### src/rtl/axi4_pkg.sv
// Shared AXI4 encodings and channel FSM state types for the slave BFM.
// Response codes are ordered so the numerically larger code has the higher priority.
package axi4_pkg;

   localparam logic [1:0] BURST_FIXED = 2'd0;
   localparam logic [1:0] BURST_INCR  = 2'd1;
   localparam logic [1:0] BURST_WRAP  = 2'd2;
   localparam logic [1:0] BURST_RSVD  = 2'd3;

   localparam logic [1:0] RESP_OKAY   = 2'd0;
   localparam logic [1:0] RESP_EXOKAY = 2'd1;
   localparam logic [1:0] RESP_SLVERR = 2'd2;
   localparam logic [1:0] RESP_DECERR = 2'd3;

   typedef enum logic [1:0] {
      W_IDLE = 2'd0,
      W_DATA = 2'd1,
      W_RESP = 2'd2
   } wr_state_t;

   typedef enum logic [0:0] {
      R_IDLE = 1'b0,
      R_DATA = 1'b1
   } rd_state_t;

   function automatic logic [1:0] resp_merge(input logic [1:0] a, input logic [1:0] b);
      logic [1:0] r;
      if (b > a) begin
         r = b;
      end else begin
         r = a;
      end
      return r;
   endfunction

endpackage

### src/rtl/axi4_burst_addr_gen.sv
// Combinational AXI4 next-beat address calculator for FIXED, INCR and WRAP bursts.
// The reserved burst encoding advances like INCR; flagging it as an error is the caller's job.
module axi4_burst_addr_gen
   import axi4_pkg::*;
#(
   parameter int AW = 32
) (
   input  logic [AW-1:0] addr,
   input  logic [2:0]    size,
   input  logic [7:0]    len,
   input  logic [1:0]    burst,
   output logic [AW-1:0] next_addr
);

   logic [AW-1:0] inc_s;
   logic [AW-1:0] mask_s;
   logic [AW-1:0] incr_s;

   // Wrap boundary is the total burst size in bytes; the mask keeps the offset inside it.
   always_comb begin
      inc_s  = AW'(1) << size;
      mask_s = ((AW'(len) + AW'(1)) * inc_s) - AW'(1);
      incr_s = addr + inc_s;
      case (burst)
         BURST_FIXED: next_addr = addr;
         BURST_WRAP:  next_addr = (addr & ~mask_s) | (incr_s & mask_s);
         default:     next_addr = incr_s;
      endcase
   end

endmodule

### config.mk
export PLATFORM = sky130hd
export DESIGN_NAME = axi4_burst_addr_gen
export DESIGN_NICKNAME = d
export VERILOG_FILES = /design/src/rtl/axi4_pkg.sv /design/src/rtl/axi4_burst_addr_gen.sv
export SDC_FILE = /design/constraint.sdc
export NUM_CORES = 1
export LEC_CHECK = 0
export CORE_MARGIN = 2
export CORE_UTILIZATION = 38
export DETAILED_ROUTE_END_ITERATION = 8
export GPL_ROUTABILITY_DRIVEN = 0
export GPL_TIMING_DRIVEN = 1
export PLACE_DENSITY_LB_ADDON = 0.25
export SYNTH_ARGS = -nofsm -noshare
export SYNTH_HDL_FRONTEND = slang
export SYNTH_SLANG_ARGS = --single-unit
### constraint.sdc
create_clock -name vclk -period 13.01
set_clock_uncertainty 0.05 [all_clocks]
set_input_delay 3.2525 -clock vclk [all_inputs]
set_output_delay 3.2525 -clock vclk [all_outputs]
set_load 0.02 [all_outputs]
==> results of run 1 <==
how the worst max path moves through the flow:
| stage | endpoint | slack, ps | cells after the start |
|---|---|---|---|
| after CTS | next_addr[31] | 20 | 24 |
| final | next_addr[31] | 310 | 25 |
| after floorplan | next_addr[31] | 470 | 20 |
| after global placement | next_addr[31] | -220 | 24 |
| after global routing | next_addr[20] | 10 | 24 |
| after detailed placement | next_addr[31] | -350 | 24 |
area by class of cell:
cell class                 count  area, sq um  share of cell area, %
inverter                      94          353                   6.07
multi-input combinational    484         4050                   69.7
tap                          143          179                   3.08
timing repair buffer         147         1230                   21.2
routing by layer:
layer | share of wire (%) | up-vias | track usage (%) | wire, microns
met3 | 3.3 | 8 | 1.31 | 399
met5 | 0 | - | 0 | 0
li1 | - | 2220 | - | -
met1 | 46 | 2087 | 26.1 | 5540
met2 | 50 | 73 | 33.3 | 5900
met4 | 0.65 | 0 | 1.67 | 78
timing repair:
item                                    4_1_cts  5_1_grt
endpoints found under the setup margin       18       22
pin swaps                                     3        2
gates resized for setup                      22       54
cloned                                        0        0
stage by stage:
stage | std cells | setup WS (ps) | power (mW) | instance area, sq um | hold slack, ps
global route | 868 | 12.3 | 0.424 | 5810 | 7160
detailed placement | 868 | -346 | 0.374 | 5780 | 7530
finish | 868 | 308 | 0.378 | 5810 | 7150
floorplan | 590 | 469 | 0.229 | 4350 | 6580
global placement | 868 | -220 | 0.368 | 5780 | 7520
CTS | 868 | 20.7 | 0.376 | 5780 | 7310
synthesized netlist by cell type (all sizes together) (3+ instances only):
cell / count
o2111ai: 4
nor2: 58
nor2b: 7
and2: 3
a31oi: 6
a21oi: 27
and3: 10
inv: 94
o21a: 6
a21o: 8
nand2: 67
fa: 47
nand3: 14
clkbuf: 11
xor2: 23
a211oi: 3
ha: 72
nand2b: 20
nand3b: 5
or2: 3
xnor2: 18
nand4: 5
nor3: 14
or3: 5
nor3b: 4
o21ai: 25
power breakdown:
part / total (mW) / internal (mW) / switching (mW)
logic: 0.378 / 0.183 / 0.196
clock network: 0 / 0 / 0
registers: 0 / 0 / 0
cells by family (layout without fill, tap and decap cells):
family | Yosys count | count (layout) | share of synthesized area, %
and+or+nand+nor | 224 | 224 | 25.1
adders and majority gates | 119 | 119 | 42.3
xor gates and xnor gates | 41 | 41 | 8.25
AOI/OAI and AO/OA | 96 | 96 | 14.1
muxes | 4 | 4 | 0.978
buffers and inverters | 106 | 241 | 9.15
==> results.py, run 1 <==
metrics = {
    "final_layout": {
        "synthToLayoutAreaGrowth_pct": 33.5,
        "nets": 891,
        "register_area_sq_um": 0,
        "fin_util_pct": 51.5,
        "clock_buffers": 0,
        "final_cell_mix": "inv_1, ha_1, buf_4",
        "layout_commonest_cell": "inv_1",
        "nFlopsAndLatches": 0,
        "diodes": 0,
        "layout-drive-gt1-share_pct": 15.3,
        "fillers": 1124,
    },
    "clocking": {
        "cts_hold_buf": 0,
        "cts_setup_buffers": 0,
    },
    "global_routing": {
        "grt_pass1_vias": 4326,
        "grt_pass1_wl_mm": 20.0,
        "grt_max_degree": 28,
        "grt_remaining_overflow": 0,
        "grt.total_usage_pct": 18.8,
        "antenna_found_initial": 0,
    },
    "logic_synthesis": {
        "synth.yosys.seq_area_share_pct": 0,
        "syn_nets": 754,
        "synth.avg_cell_area_sq_um": 7.37,
        "synth.cell_area_sq_um": 4350,
        "synth.distinct_cells": 53,
        "synth.area.top_cells": "fa_1, ha_1, inv_1",
        "synth_top_area_cell": "fa_1",
        "synthCells": 590,
        "synth_top_cell_area_share_pct": 21.6,
        "yosysWarnings": 0,
    },
    "worst_setup_path": {
        "crit_required_ps": 9710,
        "crit_top_cell": "inv_1",
        "critPathMaxStageDelay_ps": 540,
        "crit_fanout": 6,
        "startpoint": "size[2]",
        "cp_slowest_cell": "fa_1",
        "path_class": "input port to primary output",
        "critPathCaptureType": "primary output",
        "cp.arrival_ps": 9400,
        "critical_path.top_delay_family": "adder cells",
        "startpoint_type": "input port",
        "critical_path_buf_inv_count": 9,
    },
    "power_and_ir_drop": {
        "p_leak_nw": 2.97,
        "p_per_area_nw_per_um2": 65.1,
        "peakVddDrop_mv": 0.0492,
    },
    "detailed_routing": {
        "routed_via_density": 5.06,
        "drt_iter0_markers": 237,
        "drt_wl_total_mm": 11.9,
        "first_pass_iters": 4,
        "drt-wirelength-per-cell_microns": 13.7,
        "drcViolationCount": 0,
        "ant_nets": 0,
        "vias": 4388,
    },
    "timing": {
        "min_period_ps": 12700,
        "fin_crit_sh_pct": 97.6,
        "drv_slew": 0,
        "worstMarginPinSlew_ps": 1040,
        "setup_tns_ps": 0,
        "report.final.hold_viol_count": 0,
        "setup_violations": 0,
        "slew_headroom_pct": 30.6,
        "rsz0062_at_grt": "false",
        "fmax_mhz": 78.7,
    },
    "min_path": {
        "hold_end": "next_addr[31]",
        "hold_class": "input port to primary output",
        "worst_hold_startpoint": "addr[31]",
        "hold-path-cell-count": 3,
    },
    "outcome": {
        "run_status": "completed",
    },
    "floorplan": {
        "die_h_microns": 111,
        "row_count": 39,
        "core_sq_um": 11300,
        "start_util_pct": 38.6,
        "die_w_microns": 111,
        "io_pins": 77,
        "die_area_sq_um": 12300,
    },
    "run": {
        "cap_violations": 0,
    },
    "placement": {
        "post-dp-hpwl_mm": 10.5,
        "portBuffers": 77,
    },
}
No activity file was read; power rests on OpenSTA's default activity.
==> run 2: changes to the inputs <==
--- a/config.mk
+++ b/config.mk
@@ -5,12 +5,14 @@
 export SDC_FILE = /design/constraint.sdc
 export NUM_CORES = 1
 export LEC_CHECK = 0
+export ABC_CLOCK_PERIOD_IN_PS = 13010
 export CORE_MARGIN = 2
 export CORE_UTILIZATION = 38
 export DETAILED_ROUTE_END_ITERATION = 8
 export GPL_ROUTABILITY_DRIVEN = 0
 export GPL_TIMING_DRIVEN = 1
 export PLACE_DENSITY_LB_ADDON = 0.25
+export RECOVER_POWER = 100
 export SYNTH_ARGS = -nofsm -noshare
 export SYNTH_HDL_FRONTEND = slang
 export SYNTH_SLANG_ARGS = --single-unit
==> run 2 against run 1 <==
Compared with the run above:
- flip-flop and latch count unchanged
- core utilization down 0.40 points
- global-route usage unchanged
- cell area decreased by 0.78%
- highest routed layer unchanged
- maximum frequency about the same
- count of clock-buffer cells in the layout unchanged
- total power is 0.99% lower
- final cell count unchanged
- non-clock buffer count stayed put
- combinational power is 1% lower
- critical path depth unchanged
- routed wire length is 0.28% lower
==> results.py, run 2 (synthesized netlist as in run 1, its figures left out) <==
metrics = {
    "final_layout": {
        "layout-drive-gt1-share_pct": 14.8,
        "final_cell_area_sq_um": 5760,
        "final_cell_mix": "inv_1, ha_1, nand2_1, buf_4, nor2_1",
        "synthToLayoutAreaGrowth_pct": 32.5,
        "clock_buffers": 0,
        "fillers": 1132,
        "layout_commonest_cell": "inv_1",
        "nFlopsAndLatches": 0,
        "nets": 891,
        "register_area_sq_um": 0,
        "diodes": 0,
    },
    "power_and_ir_drop": {
        "p_per_area_nw_per_um2": 65.0,
        "peakVddDrop_mv": 0.0491,
        "p_comb_share_pct": 100.0,
        "net-switching-power_mw": 0.195,
        "power.internal_mw": 0.179,
        "p_leak_nw": 2.94,
        "p_sw_share_pct": 52.1,
        "pwr-share-clk_pct": 0,
        "power_mw": 0.374,
        "seqPwrFrac_pct": 0,
    },
    "detailed_routing": {
        "vias": 4405,
        "met1Wirelength_mm": 5.50,
        "wl_met2_mm": 5.89,
        "top_layer_used": "met4",
        "drcViolationCount": 0,
        "drt_wl_total_mm": 11.9,
        "drt-wirelength-per-cell_microns": 13.7,
        "drt_iter0_markers": 216,
        "routed_via_density": 5.07,
        "route.met3.wl_microns": 420,
        "first_pass_iters": 4,
        "ant_nets": 0,
    },
    "timing": {
        "setup_ws_ps": 318,
        "slew_headroom_pct": 30.3,
        "fin_crit_sh_pct": 97.6,
        "setup_tns_ps": 0,
        "drv_slew": 0,
        "report.final.hold_viol_count": 0,
        "fmax_mhz": 78.8,
        "setup_violations": 0,
        "min_period_ps": 12690,
        "worstMarginPinSlew_ps": 1040,
        "rsz0062_at_grt": "false",
    },
    "worst_setup_path": {
        "cp_slowest_cell": "fa_1",
        "path_class": "input port to primary output",
        "critPathMaxStageDelay_ps": 540,
        "crit_required_ps": 9710,
        "crit_fanout": 6,
        "startpoint_type": "input port",
        "cp.arrival_ps": 9390,
        "critPathCaptureType": "primary output",
        "crit_top_cell": "inv_1",
    },
    "placement": {
        "placed_area_sq_um": 5780,
        "post-dp-hpwl_mm": 10.5,
        "pre_cts_slack_ps": -346,
        "portBuffers": 77,
    },
    "global_routing": {
        "grt.total_usage_pct": 18.8,
        "grt_pass1_wl_mm": 20.0,
        "grt_remaining_overflow": 0,
        "antenna_found_initial": 0,
        "grt_max_degree": 28,
        "grt_pass1_vias": 4326,
    },
    "floorplan": {
        "start_util_pct": 38.6,
        "die_h_microns": 111,
        "row_count": 39,
        "die_w_microns": 111,
        "io_pins": 77,
        "die_area_sq_um": 12300,
        "core_sq_um": 11300,
    },
    "clocking": {
        "cts_hold_buf": 0,
        "cts_setup_buffers": 0,
    },
    "outcome": {
        "run_status": "completed",
    },
    "run": {
        "cap_violations": 0,
    },
    "min_path": {
        "hold_class": "input port to primary output",
    },
}
-- run 2: cell count changes in the layout (fill, tap and decap cells not counted), sizes merged --
cell | previous run | this run
buf | 70 | 67
clkbuf | 15 | 21
clkdlybuf4s50 | 54 | 44
dlygate4sd3 | 0 | 10
dlymetal6s2s | 5 | 2
-- run 2: power groups by stage --
| stage | Combinational (mW) | Sequential (mW) | Clock, mW |
|---|---|---|---|
| after CTS | 0.376 | 0 | 0 |
| after floorplan | 0.229 | 0 | 0 |
| after global placement | 0.368 | 0 | 0 |
| after detailed placement | 0.374 | 0 | 0 |
| final | 0.374 | 0 | 0 |
| after global routing | 0.421 | 0 | 0 |
-- run 2: worst max-delay path: cells and delay by family --
| family | cells | cell delay, ps |
|---|---|---|
| buffers and inverters | 9 | 1190 |
| AND/OR/NAND/NOR | 4 | 550 |
| AO/OA/AOI/OAI | 5 | 1460 |
| XOR/XNOR | 1 | 160 |
| adder cells (fa/ha/maj) | 6 | 2760 |
-- run 2: path summary, 6_finish.rpt --
| path | startpoint | to | cells after the start |
|---|---|---|---|
| worst max-delay path | size[2] | next_addr[31] | 25 |
| worst min-delay path | addr[31] | next_addr[31] | 3 |
-- run 2: final cells by class --
class                           instances  area [sq um]  share of cell area [%]
Inverter                               94           353                    6.12
Timing Repair Buffer                  147          1200                    20.8
Multi-Input combinational cell        484          4030                    69.9
Tap cell                              143           179                    3.10
-- run 2: what timing repair did --
action                                  4_1_cts  5_1_grt
endpoints found under the setup margin       18       22
pin swaps                                     3        2
gates cloned                                  0        0
resized for setup                            22       54
-- run 2: routing by layer --
layer	track usage, %	vias to the layer above
met4	1.67	0
met5	0	-
met2	33.3	76
met3	1.31	8
li1	-	2219
met1	26.1	2102
-- run 2: stage by stage --
stage / util [%] / hold slack, ps / std cells
2_1_floorplan: - / 6580 / 590
3_3_place_gp: 51.3 / 7520 / 868
3_5_place_dp: 51.3 / 7530 / 868
4_1_cts: 51.2 / 7310 / 868
5_1_grt: 51.1 / 7160 / 868
6_report: 51.1 / 7150 / 868
